### src/rtl/alu_preprocess_q_if.sv
// Handshake bus for the ALU operand preprocessor: the operand/opcode input
// stream plus the decoded-operand output stream and the occupancy count.
interface alu_preprocess_q_if #(
    parameter int WIDTH = 4,
    parameter int DEPTH = 4
);
    localparam int CNT_W = $clog2(DEPTH) + 1;

    logic             in_valid;
    logic             in_ready;
    logic [WIDTH-1:0] A;
    logic [WIDTH-1:0] B;
    logic [3:0]       Op;
    logic             out_valid;
    logic             out_ready;
    logic [WIDTH-1:0] AMod;
    logic [WIDTH-1:0] BMod;
    logic             Cin;
    logic [3:0]       OpOut;
    logic [CNT_W-1:0] count;

    // Source/consumer side (testbench or surrounding pipeline)
    modport master (
        output in_valid, A, B, Op, out_ready,
        input  in_ready, out_valid, AMod, BMod, Cin, OpOut, count
    );

    // Preprocessor side
    modport slave (
        input  in_valid, A, B, Op, out_ready,
        output in_ready, out_valid, AMod, BMod, Cin, OpOut, count
    );
endinterface

### src/rtl/alu_preprocess_q.sv
// Registered ALU operand preprocessor: decodes Op into adder operands
// AMod/BMod and carry-in Cin, then buffers the result in a DEPTH-entry FIFO
// with valid/ready handshakes on both sides.
module alu_preprocess_q #(
    parameter int WIDTH = 4,
    parameter int DEPTH = 4
) (
    input  logic                clk,
    input  logic                reset,
    alu_preprocess_q_if.slave   bus
);
    localparam int PTR_W = $clog2(DEPTH);
    localparam int CNT_W = PTR_W + 1;
    localparam int ENT_W = 2 * WIDTH + 5;

    localparam logic [WIDTH-1:0] ZERO = '0;
    localparam logic [WIDTH-1:0] ONE  = WIDTH'(1);
    localparam logic [WIDTH-1:0] ONES = '1;

    // Entry layout: {OpOut, Cin, BMod, AMod}
    logic [ENT_W-1:0] mem_q [DEPTH];
    logic [PTR_W-1:0] wr_ptr_q, wr_ptr_d;
    logic [PTR_W-1:0] rd_ptr_q, rd_ptr_d;
    logic [CNT_W-1:0] count_q, count_d;
    logic [WIDTH-1:0] amod_dec, bmod_dec;
    logic             cin_dec;
    logic             push, pop, full, empty;
    logic [ENT_W-1:0] head;

    // Opcode decode into adder operands; pass-through is the default
    always_comb begin
        amod_dec = bus.A;
        bmod_dec = bus.B;
        cin_dec  = 1'b0;
        casez (bus.Op)
            4'b0000: begin amod_dec = ZERO; bmod_dec = bus.A;             end
            4'b0001: begin amod_dec = ONE;  bmod_dec = ~bus.A;            end
            4'b0010: begin amod_dec = bus.A; bmod_dec = bus.B;            end
            4'b0011: begin amod_dec = ONE;  bmod_dec = bus.A;             end
            4'b01??: begin amod_dec = bus.A; bmod_dec = bus.B;            end
            4'b1000: begin amod_dec = bus.A; bmod_dec = ~bus.B; cin_dec = 1'b1; end
            4'b1001: begin amod_dec = bus.A; bmod_dec = ONES;             end
            4'b1010: begin amod_dec = bus.B; bmod_dec = ~bus.A; cin_dec = 1'b1; end
            4'b1011: begin amod_dec = ZERO; bmod_dec = ~bus.B; cin_dec = 1'b1; end
            default: begin amod_dec = bus.A; bmod_dec = bus.B;            end
        endcase
    end

    // No bypass when full: a pop while full only frees space next cycle
    assign full         = (count_q == CNT_W'(DEPTH));
    assign empty        = (count_q == '0);
    assign bus.in_ready = !full && !reset;
    assign bus.out_valid = !empty;
    assign push         = bus.in_valid && bus.in_ready;
    assign pop          = bus.out_valid && bus.out_ready;

    // Pointer and occupancy next state; pointers wrap naturally at DEPTH
    always_comb begin
        wr_ptr_d = wr_ptr_q;
        rd_ptr_d = rd_ptr_q;
        count_d  = count_q;
        if (push) wr_ptr_d = wr_ptr_q + PTR_W'(1);
        if (pop)  rd_ptr_d = rd_ptr_q + PTR_W'(1);
        case ({push, pop})
            2'b10:   count_d = count_q + CNT_W'(1);
            2'b01:   count_d = count_q - CNT_W'(1);
            default: count_d = count_q;
        endcase
    end

    // Control state with asynchronous reset; discards all buffered entries
    always_ff @(posedge clk or posedge reset) begin
        if (reset) begin
            wr_ptr_q <= '0;
            rd_ptr_q <= '0;
            count_q  <= '0;
        end else begin
            wr_ptr_q <= wr_ptr_d;
            rd_ptr_q <= rd_ptr_d;
            count_q  <= count_d;
        end
    end

    // Entry storage, written only on push and never modified afterwards
    always_ff @(posedge clk) begin
        if (push) mem_q[wr_ptr_q] <= {bus.Op, cin_dec, bmod_dec, amod_dec};
    end

    // Head entry drives the outputs; forced to zero when the FIFO is empty
    assign head      = empty ? '0 : mem_q[rd_ptr_q];
    assign bus.AMod  = head[WIDTH-1:0];
    assign bus.BMod  = head[2*WIDTH-1:WIDTH];
    assign bus.Cin   = head[2*WIDTH];
    assign bus.OpOut = head[ENT_W-1 -: 4];
    assign bus.count = count_q;
endmodule

### src/flat_wrapper.sv
// flat-port wrapper written by rule: the top's interface ports become plain ports
module alu_preprocess_q_flat 
#(
    parameter int WIDTH = 4,
    parameter int DEPTH = 4
)
  (clk, reset, bus_in_valid, bus_A, bus_B, bus_Op, bus_out_ready, bus_in_ready, bus_out_valid, bus_AMod, bus_BMod, bus_Cin, bus_OpOut, bus_count);
  alu_preprocess_q_if #(.WIDTH(WIDTH), .DEPTH(DEPTH)) bus_i ();
  input  logic clk;
  input  logic reset;
  input wire logic [$bits(bus_i.in_valid)-1:0] bus_in_valid;
  input wire logic [$bits(bus_i.A)-1:0] bus_A;
  input wire logic [$bits(bus_i.B)-1:0] bus_B;
  input wire logic [$bits(bus_i.Op)-1:0] bus_Op;
  input wire logic [$bits(bus_i.out_ready)-1:0] bus_out_ready;
  output wire logic [$bits(bus_i.in_ready)-1:0] bus_in_ready;
  output wire logic [$bits(bus_i.out_valid)-1:0] bus_out_valid;
  output wire logic [$bits(bus_i.AMod)-1:0] bus_AMod;
  output wire logic [$bits(bus_i.BMod)-1:0] bus_BMod;
  output wire logic [$bits(bus_i.Cin)-1:0] bus_Cin;
  output wire logic [$bits(bus_i.OpOut)-1:0] bus_OpOut;
  output wire logic [$bits(bus_i.count)-1:0] bus_count;
  assign bus_i.in_valid = bus_in_valid;
  assign bus_i.A = bus_A;
  assign bus_i.B = bus_B;
  assign bus_i.Op = bus_Op;
  assign bus_i.out_ready = bus_out_ready;
  assign bus_in_ready = bus_i.in_ready;
  assign bus_out_valid = bus_i.out_valid;
  assign bus_AMod = bus_i.AMod;
  assign bus_BMod = bus_i.BMod;
  assign bus_Cin = bus_i.Cin;
  assign bus_OpOut = bus_i.OpOut;
  assign bus_count = bus_i.count;
  alu_preprocess_q #(.WIDTH(WIDTH), .DEPTH(DEPTH)) u_core (.clk(clk), .reset(reset), .bus(bus_i));
endmodule
### config.mk
export PLATFORM = sky130hd
export DESIGN_NAME = alu_preprocess_q_flat
export DESIGN_NICKNAME = d
export VERILOG_FILES = /design/src/rtl/alu_preprocess_q_if.sv /design/src/rtl/alu_preprocess_q.sv /design/src/flat_wrapper.sv
export SDC_FILE = /design/constraint.sdc
export NUM_CORES = 1
export LEC_CHECK = 0
export CORE_UTILIZATION = 45
export CTS_BUF_LIST = sky130_fd_sc_hd__clkbuf_16
export DETAILED_ROUTE_END_ITERATION = 12
export PLACE_DENSITY = 0.68
export SETUP_SLACK_MARGIN = 0.15
export SLEW_MARGIN = 20
export SYNTH_ARGS = -nofsm -noshare
export SYNTH_HDL_FRONTEND = slang
export SYNTH_SLANG_ARGS = --single-unit
### constraint.sdc
create_clock -name clk -period 6.1 [get_ports clk]
set_clock_uncertainty 0.15 [all_clocks]
set_input_delay 1.22 -clock clk [delete_from_list [all_inputs] [get_ports clk]]
set_output_delay 1.22 -clock clk [all_outputs]
set_load 0.005 [all_outputs]
-- Word level (Yosys, flattened, before mapping)
Memories as Yosys holds them, arrays and structs flattened.
Index checks and enable logic that the tools add are counted.
- $add $sub $neg: 4
- eq/ne operators: 9
- multiplexer cells: 7
- bitwise operators: 2
- reductions and logical operators: 15
- operators by type and width (kind ; number):
    $eq A4 B4 Y1 const B ; 4
    $pmux W4 S4 ; 1
    $mux W13 ; 1
    $pmux W4 S3 ; 1
    $reduce_or A2 Y1 ; 5
    $not A4 Y4 ; 2
    $pmux W3 S2 ; 1
    $add A2 B1 Y2 const B ; 2
    $eq A4 B1 Y1 const B ; 1
    $eq A4 B2 Y1 const B ; 1
    $logic_not A4 Y1 ; 1
    $add A3 B1 Y3 const B ; 1
    $eq A3 B3 Y1 const B ; 1
    $logic_and A1 B1 Y1 ; 3
    $logic_not A1 Y1 ; 3
    $logic_not A3 Y1 ; 1
    $mux W1 ; 3
    $reduce_or A3 Y1 ; 1
    $sub A3 B1 Y3 const B ; 1
    $eq A2 B1 Y1 const B ; 1
    $eq A2 B2 Y1 const B ; 1
    $reduce_bool A2 Y1 ; 1
- register bits after elaboration: 7
- bits in writable memories: 52
- input bits: 16
- memories: 1
- memories (name ; words ; width ; read ports ; clocked after memory_dff ; write ports ; line ; source):
    u_core.mem_q ; 4 ; 13 ; 1 ; 0 ; 1 ; alu_preprocess_q.sv:21 ; logic [ENT_W-1:0] mem_q [DEPTH];

-- Longest topological paths before layout
Gate-level depths: netlist of run 1.
- depth in word-level cells: 6
- gate-level depth with buffers: 9

-- Least setup slack after synthesis of run 1
Ideal clock, no wire load.
- path type: input to output
- start point: in reset
- end point: out bus_in_ready
- arrival time: 1.348 ns
- data required time: 4.730 ns
- setup slack: 3.382 ns
- stages: 1
- path through: a21oi_1
- word-level cells in the longest chain between the ends: 2
- RTL lines (item ; line ; source):
    start, declared ; flat_wrapper.sv:10 ; input logic reset;
    $logic_not A1 Y1 ; alu_preprocess_q.sv:52 ; assign bus.in_ready = !full && !reset;
    $logic_and A1 B1 Y1 ; alu_preprocess_q.sv:52 ;
    end, declared ; flat_wrapper.sv:16 ; output wire logic [$bits(bus_i.in_ready)-1:0] bus_in_ready;
Every way passes these cells.

-- Worst setup path in the final report of run 1
- start point: reg u_core.rd_ptr_q[0]
- end point: out bus_AMod[0]
- word-level cells in the longest chain between the ends: 2
- RTL lines (item ; line ; source):
    start, declared ; alu_preprocess_q.sv:23 ; logic [PTR_W-1:0] rd_ptr_q, rd_ptr_d;
    start signal, assigned ; alu_preprocess_q.sv:79 ; rd_ptr_q <= rd_ptr_d;
    $mem_v2 Z4 W13 ; -- ;
    $mux W13 ; alu_preprocess_q.sv:90 ; assign head = empty ? '0 : mem_q[rd_ptr_q];
    end, declared ; flat_wrapper.sv:18 ; output wire logic [$bits(bus_i.AMod)-1:0] bus_AMod;
Every way passes these cells.

==> impl_metrics.env, run 1 <==
export IMPL_power_share_clock_pct=30.5
export IMPL_power_density_nw_per_um2=444
export IMPL_routed_wl_mm=4.84
export IMPL_synth_nets=187
export IMPL_yosysWarnings=0
export IMPL_internal_power_mw=1.11
export IMPL_p_sw_mw=0.383
export IMPL_ys_types=32
export IMPL_drc_errors=0
export IMPL_start_util_pct=48.0
export IMPL_min_period_ps=3820
export IMPL_outcome="completed"
export IMPL_period_share_pct=62.7
export IMPL_dp_final_hpwl_mm=3.27
export IMPL_area_growth_pct=23.7
export IMPL_rsz0062_at_grt="no"
export IMPL_die_x_um=79.6
export IMPL_layout_commonest_cell="edfxtp_1"
export IMPL_antenna_found_initial=0
export IMPL_boundaryPins=34
export IMPL_cap_violations=0
export IMPL_postCtsSetupBuffers=0
export IMPL_cts_root_buf="clkbuf_16"
export IMPL_drtAntennaViolNets=0
export IMPL_cts_sinks=59
export IMPL_final_cell_mix="edfxtp_1, clkdlybuf4s50_1, and2_1, inv_1, clkbuf_16"
export IMPL_synth_cell_area_um2=2710
export IMPL_rr_worst_depth=8
export IMPL_fillers=429
export IMPL_placementRows=27
export IMPL_whs_ps=398
export IMPL_hold_viol=0
export IMPL_die_h_um=79.6
export IMPL_crit_required_ps=4730
export IMPL_clk_path_buf_depth=2
export IMPL_ctsResizeCount=0
export IMPL_crit_start="u_core.rd_ptr_q[0]"
export IMPL_htreeDepth=3
export IMPL_max_freq_mhz=261
export IMPL_place_congestion=0.803
export IMPL_gr_total_overflow=0
export IMPL_clock_latency_ps=310
export IMPL_cts_buffers=9
export IMPL_grt_pass1_wl_mm=7.76
export IMPL_hp_class="reg -> reg"
export IMPL_final_net_count=225
export IMPL_grt_max_degree=20
export IMPL_cts_tree="yes"
export IMPL_seq_power_share_pct=39.1
export IMPL_arrival_ps=2450
export IMPL_drive_above_1_share_pct=10.2
export IMPL_n_antenna_cell=0
export IMPL_routed_via_density=5.40
export IMPL_tightestPinTransition_ps=835
export IMPL_grt_pass1_vias=1530
export IMPL_ys_seq_area_share_pct=64.1
export IMPL_ir_worst_vdd_uv=175
export IMPL_critPathKind="reg -> out"
export IMPL_slew_viol_final=0
export IMPL_routed_via_count=1502
export IMPL_path_max_fanout=15
export IMPL_cp_start_kind="register"
export IMPL_power_frac_comb_pct=30.4
export IMPL_end_kind="primary output"
export IMPL_postCtsHoldBufs=0
export IMPL_wl_per_cell_um=17.4
export IMPL_met2_usage_pct=29.0
export IMPL_reg2reg_setup_slack_ps=3670
export IMPL_leakage_nw=1.19
export IMPL_syn_inst=165
export IMPL_finalSetupTns_ps=0
export IMPL_cp_endpoint="bus_AMod[0]"
export IMPL_maxSlewHeadroom_pct=44.3
export IMPL_drtIter0Drc=71
export IMPL_yosys_register_bits=59
export IMPL_busiest_layer="met2"
export IMPL_coreArea_um2=5640
export IMPL_portBuffers=33
export IMPL_finalSetupViolCount=0
export IMPL_drt_pass1_iter_count=4
export IMPL_r2r_end="u_core.bus.count[2]"
export IMPL_r2r_start="u_core.bus.count[0]"
export IMPL_clk_pin_slew_ps=40
export IMPL_use_met3_pct=6.63
export IMPL_avgSynthCellArea_um2=16.4
export IMPL_grt_usage_pct=17.5
export IMPL_die_area_um2=6340
export IMPL_p_sw_share_pct=25.7
export IMPL_use_met1_pct=20.7
sequential cells by signal (all words and copies together), names as in the netlist:
name,flops
u_core.bus.count,3
u_core.mem_q,52
u_core.rd_ptr_q,2
u_core.wr_ptr_q,2
layout make-up:
cell class                 instances  area (um2)  share of cell area, %
sequential                        59        1740                   51.8
multi-input combinational         86         872                   26.0
clock buffer                       9         225                   6.72
tap                               72        90.1                   2.69
timing repair buffer              33         330                   9.85
inverter                          14        52.6                   1.57
clock inverter                     5        46.3                   1.38
worst min-delay path by stage:
stage / cells after the start / from / slack (ps) / to
6_report: 1 / u_core.bus.count[0] / 400 / u_core.bus.count[0]
5_1_grt: 1 / u_core.bus.count[0] / 450 / u_core.bus.count[0]
4_1_cts: 1 / u_core.bus.count[0] / 400 / u_core.bus.count[0]
3_5_place_dp: 1 / u_core.bus.count[0] / 390 / u_core.bus.count[0]
3_3_place_gp: 1 / u_core.bus.count[0] / 370 / u_core.bus.count[0]
2_1_floorplan: 1 / u_core.bus.count[0] / 370 / u_core.bus.count[0]
cells by family (layout without fill, tap and decap cells):
family / count (synthesis) / count (layout) / share of synthesized area [%]
adder cells (fa/ha/maj): 6 / 6 / 3.05
XOR/XNOR: 7 / 7 / 2.26
multiplexers: 15 / 15 / 12.3
AO/OA/AOI/OAI: 22 / 22 / 6.65
AND/OR/NAND/NOR: 36 / 36 / 7.94
buffers and inverters: 20 / 61 / 3.74
flip-flops: 59 / 59 / 64.1
synth_stat cells:
cell / instances / area [um2]
xor2_1: 4 / 35.0
fa_1: 1 / 20.0
a221o_1: 1 / 10.0
mux2i_1: 1 / 10.0
ha_1: 5 / 62.6
a211oi_4: 1 / 20.0
or3_1: 1 / 6.26
o2bb2ai_1: 3 / 26.3
mux4_1: 5 / 131
o21bai_1: 1 / 7.51
buf_2: 2 / 10.0
nand3b_1: 1 / 7.51
inv_1: 14 / 52.6
nor2b_1: 8 / 50.1
nand2b_1: 3 / 18.8
xnor2_1: 3 / 26.3
o32ai_1: 1 / 8.76
mux4_2: 8 / 180
a221oi_1: 4 / 35.0
buf_12: 1 / 20.0
nor2_1: 4 / 15.0
a21o_1: 1 / 7.51
a21oi_1: 5 / 25.0
buf_6: 1 / 11.3
nand3_1: 1 / 5.00
o21ai_0: 1 / 5.00
clkbuf_1: 2 / 7.51
dfrtp_1: 7 / 175
and2_1: 18 / 113
a2111oi_0: 4 / 35.0
edfxtp_1: 52 / 1560
mux2_2: 1 / 11.3
metal layers:
metal / wire length (um) / part of all wire (%) / vias to the layer above
li1: - / - / 709
met1: 2070 / 43 / 739
met2: 2470 / 51 / 46
met3: 243 / 5.0 / 8
met4: 61 / 1.3 / 0
met5: 0 / 0 / -
through the flow:
| step | power, mW | setup WS, ps | utilization [%] | cells | area, um2 |
|---|---|---|---|---|---|
| floorplan | 0.848 | 3380 | - | 165 | 2710 |
| global placement | 1.03 | 2380 | 54.6 | 264 | 3080 |
| detailed placement | 1.05 | 2380 | 54.6 | 264 | 3080 |
| CTS | 1.51 | 2210 | 59.4 | 278 | 3350 |
| global route | 1.58 | 2090 | 59.4 | 278 | 3350 |
| finish | 1.49 | 2280 | 59.4 | 278 | 3350 |
worst max-delay path: stages (launching register included):
cell,delay (ps)
dfrtp_1,880
mux4_1,640
and2_1,170
clkdlybuf4s50_1,440
power by group through the flow:
stage               Clock, mW  Sequential [mW]  Combinational [mW]
CTS                     0.463            0.585               0.460
floorplan                   0            0.544               0.304
global placement            0            0.587               0.445
detailed placement          0            0.593               0.458
finish                  0.454            0.582               0.452
global route            0.481            0.596               0.501
(Power assumes the default switching activity.)
==> run 2: changes to the inputs <==
--- a/config.mk
+++ b/config.mk
@@ -8,7 +8,7 @@
 export CORE_UTILIZATION = 45
 export CTS_BUF_LIST = sky130_fd_sc_hd__clkbuf_16
 export DETAILED_ROUTE_END_ITERATION = 12
-export PLACE_DENSITY = 0.68
+export PLACE_DENSITY = 0.7
 export SETUP_SLACK_MARGIN = 0.15
 export SLEW_MARGIN = 20
 export SYNTH_ARGS = -nofsm -noshare
==> constraint.sdc (replaced) <==
create_clock -name clk -period 3.37 [get_ports clk]
set_clock_uncertainty 0.15 [all_clocks]
set_input_delay 0.674 -clock clk [delete_from_list [all_inputs] [get_ports clk]]
set_output_delay 0.674 -clock clk [all_outputs]
set_load 0.005 [all_outputs]
==> run 2 against run 1 <==
Against the previous run: cell count is 1.4% higher; design area is 1.8% higher; largest cell class unchanged; critical endpoint is now bus_BMod[2]; first-iteration DRC count is 1.4% higher; critical path type unchanged.
==> impl_metrics.env, run 2 (synthesized netlist as in run 1, its figures left out) <==
export IMPL_outcome="completed"
export IMPL_n_antenna_cell=0
export IMPL_path_buf_inv=2
export IMPL_antenna_found_initial=0
export IMPL_cp_start_kind="register"
export IMPL_slowest_stage="mux4_2"
export IMPL_crit_path_cell_trace="buf_4 -> mux4_2 -> and2_1 -> clkdlybuf4s50_1"
export IMPL_arrival_ps=2170
export IMPL_power_density_nw_per_um2=827
export IMPL_place_ws_ps=386
export IMPL_worst_slack_ps=376
export IMPL_finalSetupTns_ps=0
export IMPL_leakage_nw=1.22
export IMPL_cts_sinks=59
export IMPL_die_area_um2=6340
export IMPL_cpLargestDelayFamily="buffers and inverters"
export IMPL_min_period_ps=2990
export IMPL_crit_start="u_core.rd_ptr_q[0]"
export IMPL_cts_buffers=9
export IMPL_cts_root_buf="clkbuf_16"
export IMPL_whs_ps=410
export IMPL_boundaryPins=34
export IMPL_gr_total_overflow=0
export IMPL_finalSetupViolCount=0
export IMPL_slew_viol_final=0
export IMPL_coreArea_um2=5640
export IMPL_hold_viol=0
export IMPL_max_freq_mhz=334
export IMPL_grt_pass1_wl_mm=8.14
export IMPL_start_util_pct=48.0
export IMPL_dp_final_hpwl_mm=3.37
export IMPL_routed_wl_mm=5.04
export IMPL_clk_path_buf_depth=2
export IMPL_hp_class="reg -> reg"
export IMPL_routed_via_count=1545
export IMPL_drtIter0Drc=72
export IMPL_drtAntennaViolNets=0
export IMPL_r2r_start="u_core.bus.count[2]"
export IMPL_grt_pass1_vias=1623
export IMPL_largest_register_ffs=52
export IMPL_die_x_um=79.6
export IMPL_slowest_delay_ps=520
export IMPL_tightestPinTransition_ps=686
export IMPL_drc_errors=0
export IMPL_grt_usage_pct=18.6
export IMPL_die_h_um=79.6
export IMPL_portBuffers=33
export IMPL_worstHoldStart="u_core.bus.count[0]"
export IMPL_area_growth_pct=25.9
export IMPL_critPathKind="reg -> out"
export IMPL_final_cell_mix="edfxtp_1, clkdlybuf4s50_1, and2_1, inv_1, clkbuf_16"
export IMPL_drive_above_1_share_pct=13.3
export IMPL_htreeDepth=3
export IMPL_maxSlewHeadroom_pct=54.3
export IMPL_end_kind="primary output"
export IMPL_postCtsSetupBuffers=0
export IMPL_routed_via_density=5.48
export IMPL_layout_commonest_cell="edfxtp_1"
export IMPL_regMostFlops="u_core.mem_q"
export IMPL_rsz0062_at_grt="no"
export IMPL_crit_required_ps=2550
export IMPL_clk_pin_slew_ps=50
export IMPL_grt_max_degree=20
export IMPL_fillers=419
export IMPL_place_congestion=0.833
export IMPL_wl_per_cell_um=17.9
export IMPL_path_max_fanout=8
export IMPL_reg2reg_setup_slack_ps=880
export IMPL_cap_violations=0
export IMPL_clock_latency_ps=320
export IMPL_ir_worst_vdd_uv=365
export IMPL_placementRows=27
export IMPL_drt_pass1_iter_count=4
export IMPL_period_share_pct=88.8
export IMPL_cts_tree="yes"
export IMPL_final_net_count=228
run 2: layout make-up:
| type | instances | area, um2 | share of cell area (%) |
|---|---|---|---|
| clock inverter | 6 | 81.3 | 2.38 |
| sequential | 59 | 1740 | 50.9 |
| timing repair buffer | 36 | 353 | 10.3 |
| inverter | 14 | 52.6 | 1.54 |
| multi-input combinational | 86 | 872 | 25.6 |
| tap | 72 | 90.1 | 2.64 |
| clock buffer | 9 | 225 | 6.60 |
run 2: where the power goes:
group	internal, mW	switching [mW]	total [mW]
Clock	0.635	0.284	0.919
Sequential	0.925	0.106	1.03
Combinational	0.541	0.331	0.872
run 2: stage by stage:
stage | utilization [%] | instances | total power [mW] | cell area (um2)
after global routing | 60.5 | 282 | 2.97 | 3410
after detailed placement | 55.0 | 267 | 1.92 | 3100
after CTS | 60.5 | 282 | 2.85 | 3410
final | 60.5 | 282 | 2.82 | 3410
after floorplan | - | 165 | 1.54 | 2710
after global placement | 55.0 | 267 | 1.88 | 3100
run 2: path summary, 6_finish.rpt:
path	cells after the start	endpoint
worst max-delay path	4	bus_BMod[2]
worst min-delay path	1	u_core.bus.count[0]
worst max register to register	8	u_core.bus.count[2]
worst min register to register	1	u_core.bus.count[0]
max in group asynchronous	2	u_core.rd_ptr_q[0]
min in group asynchronous	2	u_core.bus.count[1]
run 2: routing by layer:
layer  track usage [%]  vias up  routed length [um]
met2              31.8       52                2650
met1              20.6      771                2050
met3              3.77        8                 223
li1                  -      714                   -
met4              12.9        0                 112
met5                 0        -                   0
run 2: timing repair:
action / 4_1_cts / 5_1_grt
hold buffers: 0 / 0
setup endpoints to repair: 0 / 2
resized for setup: 0 / 1
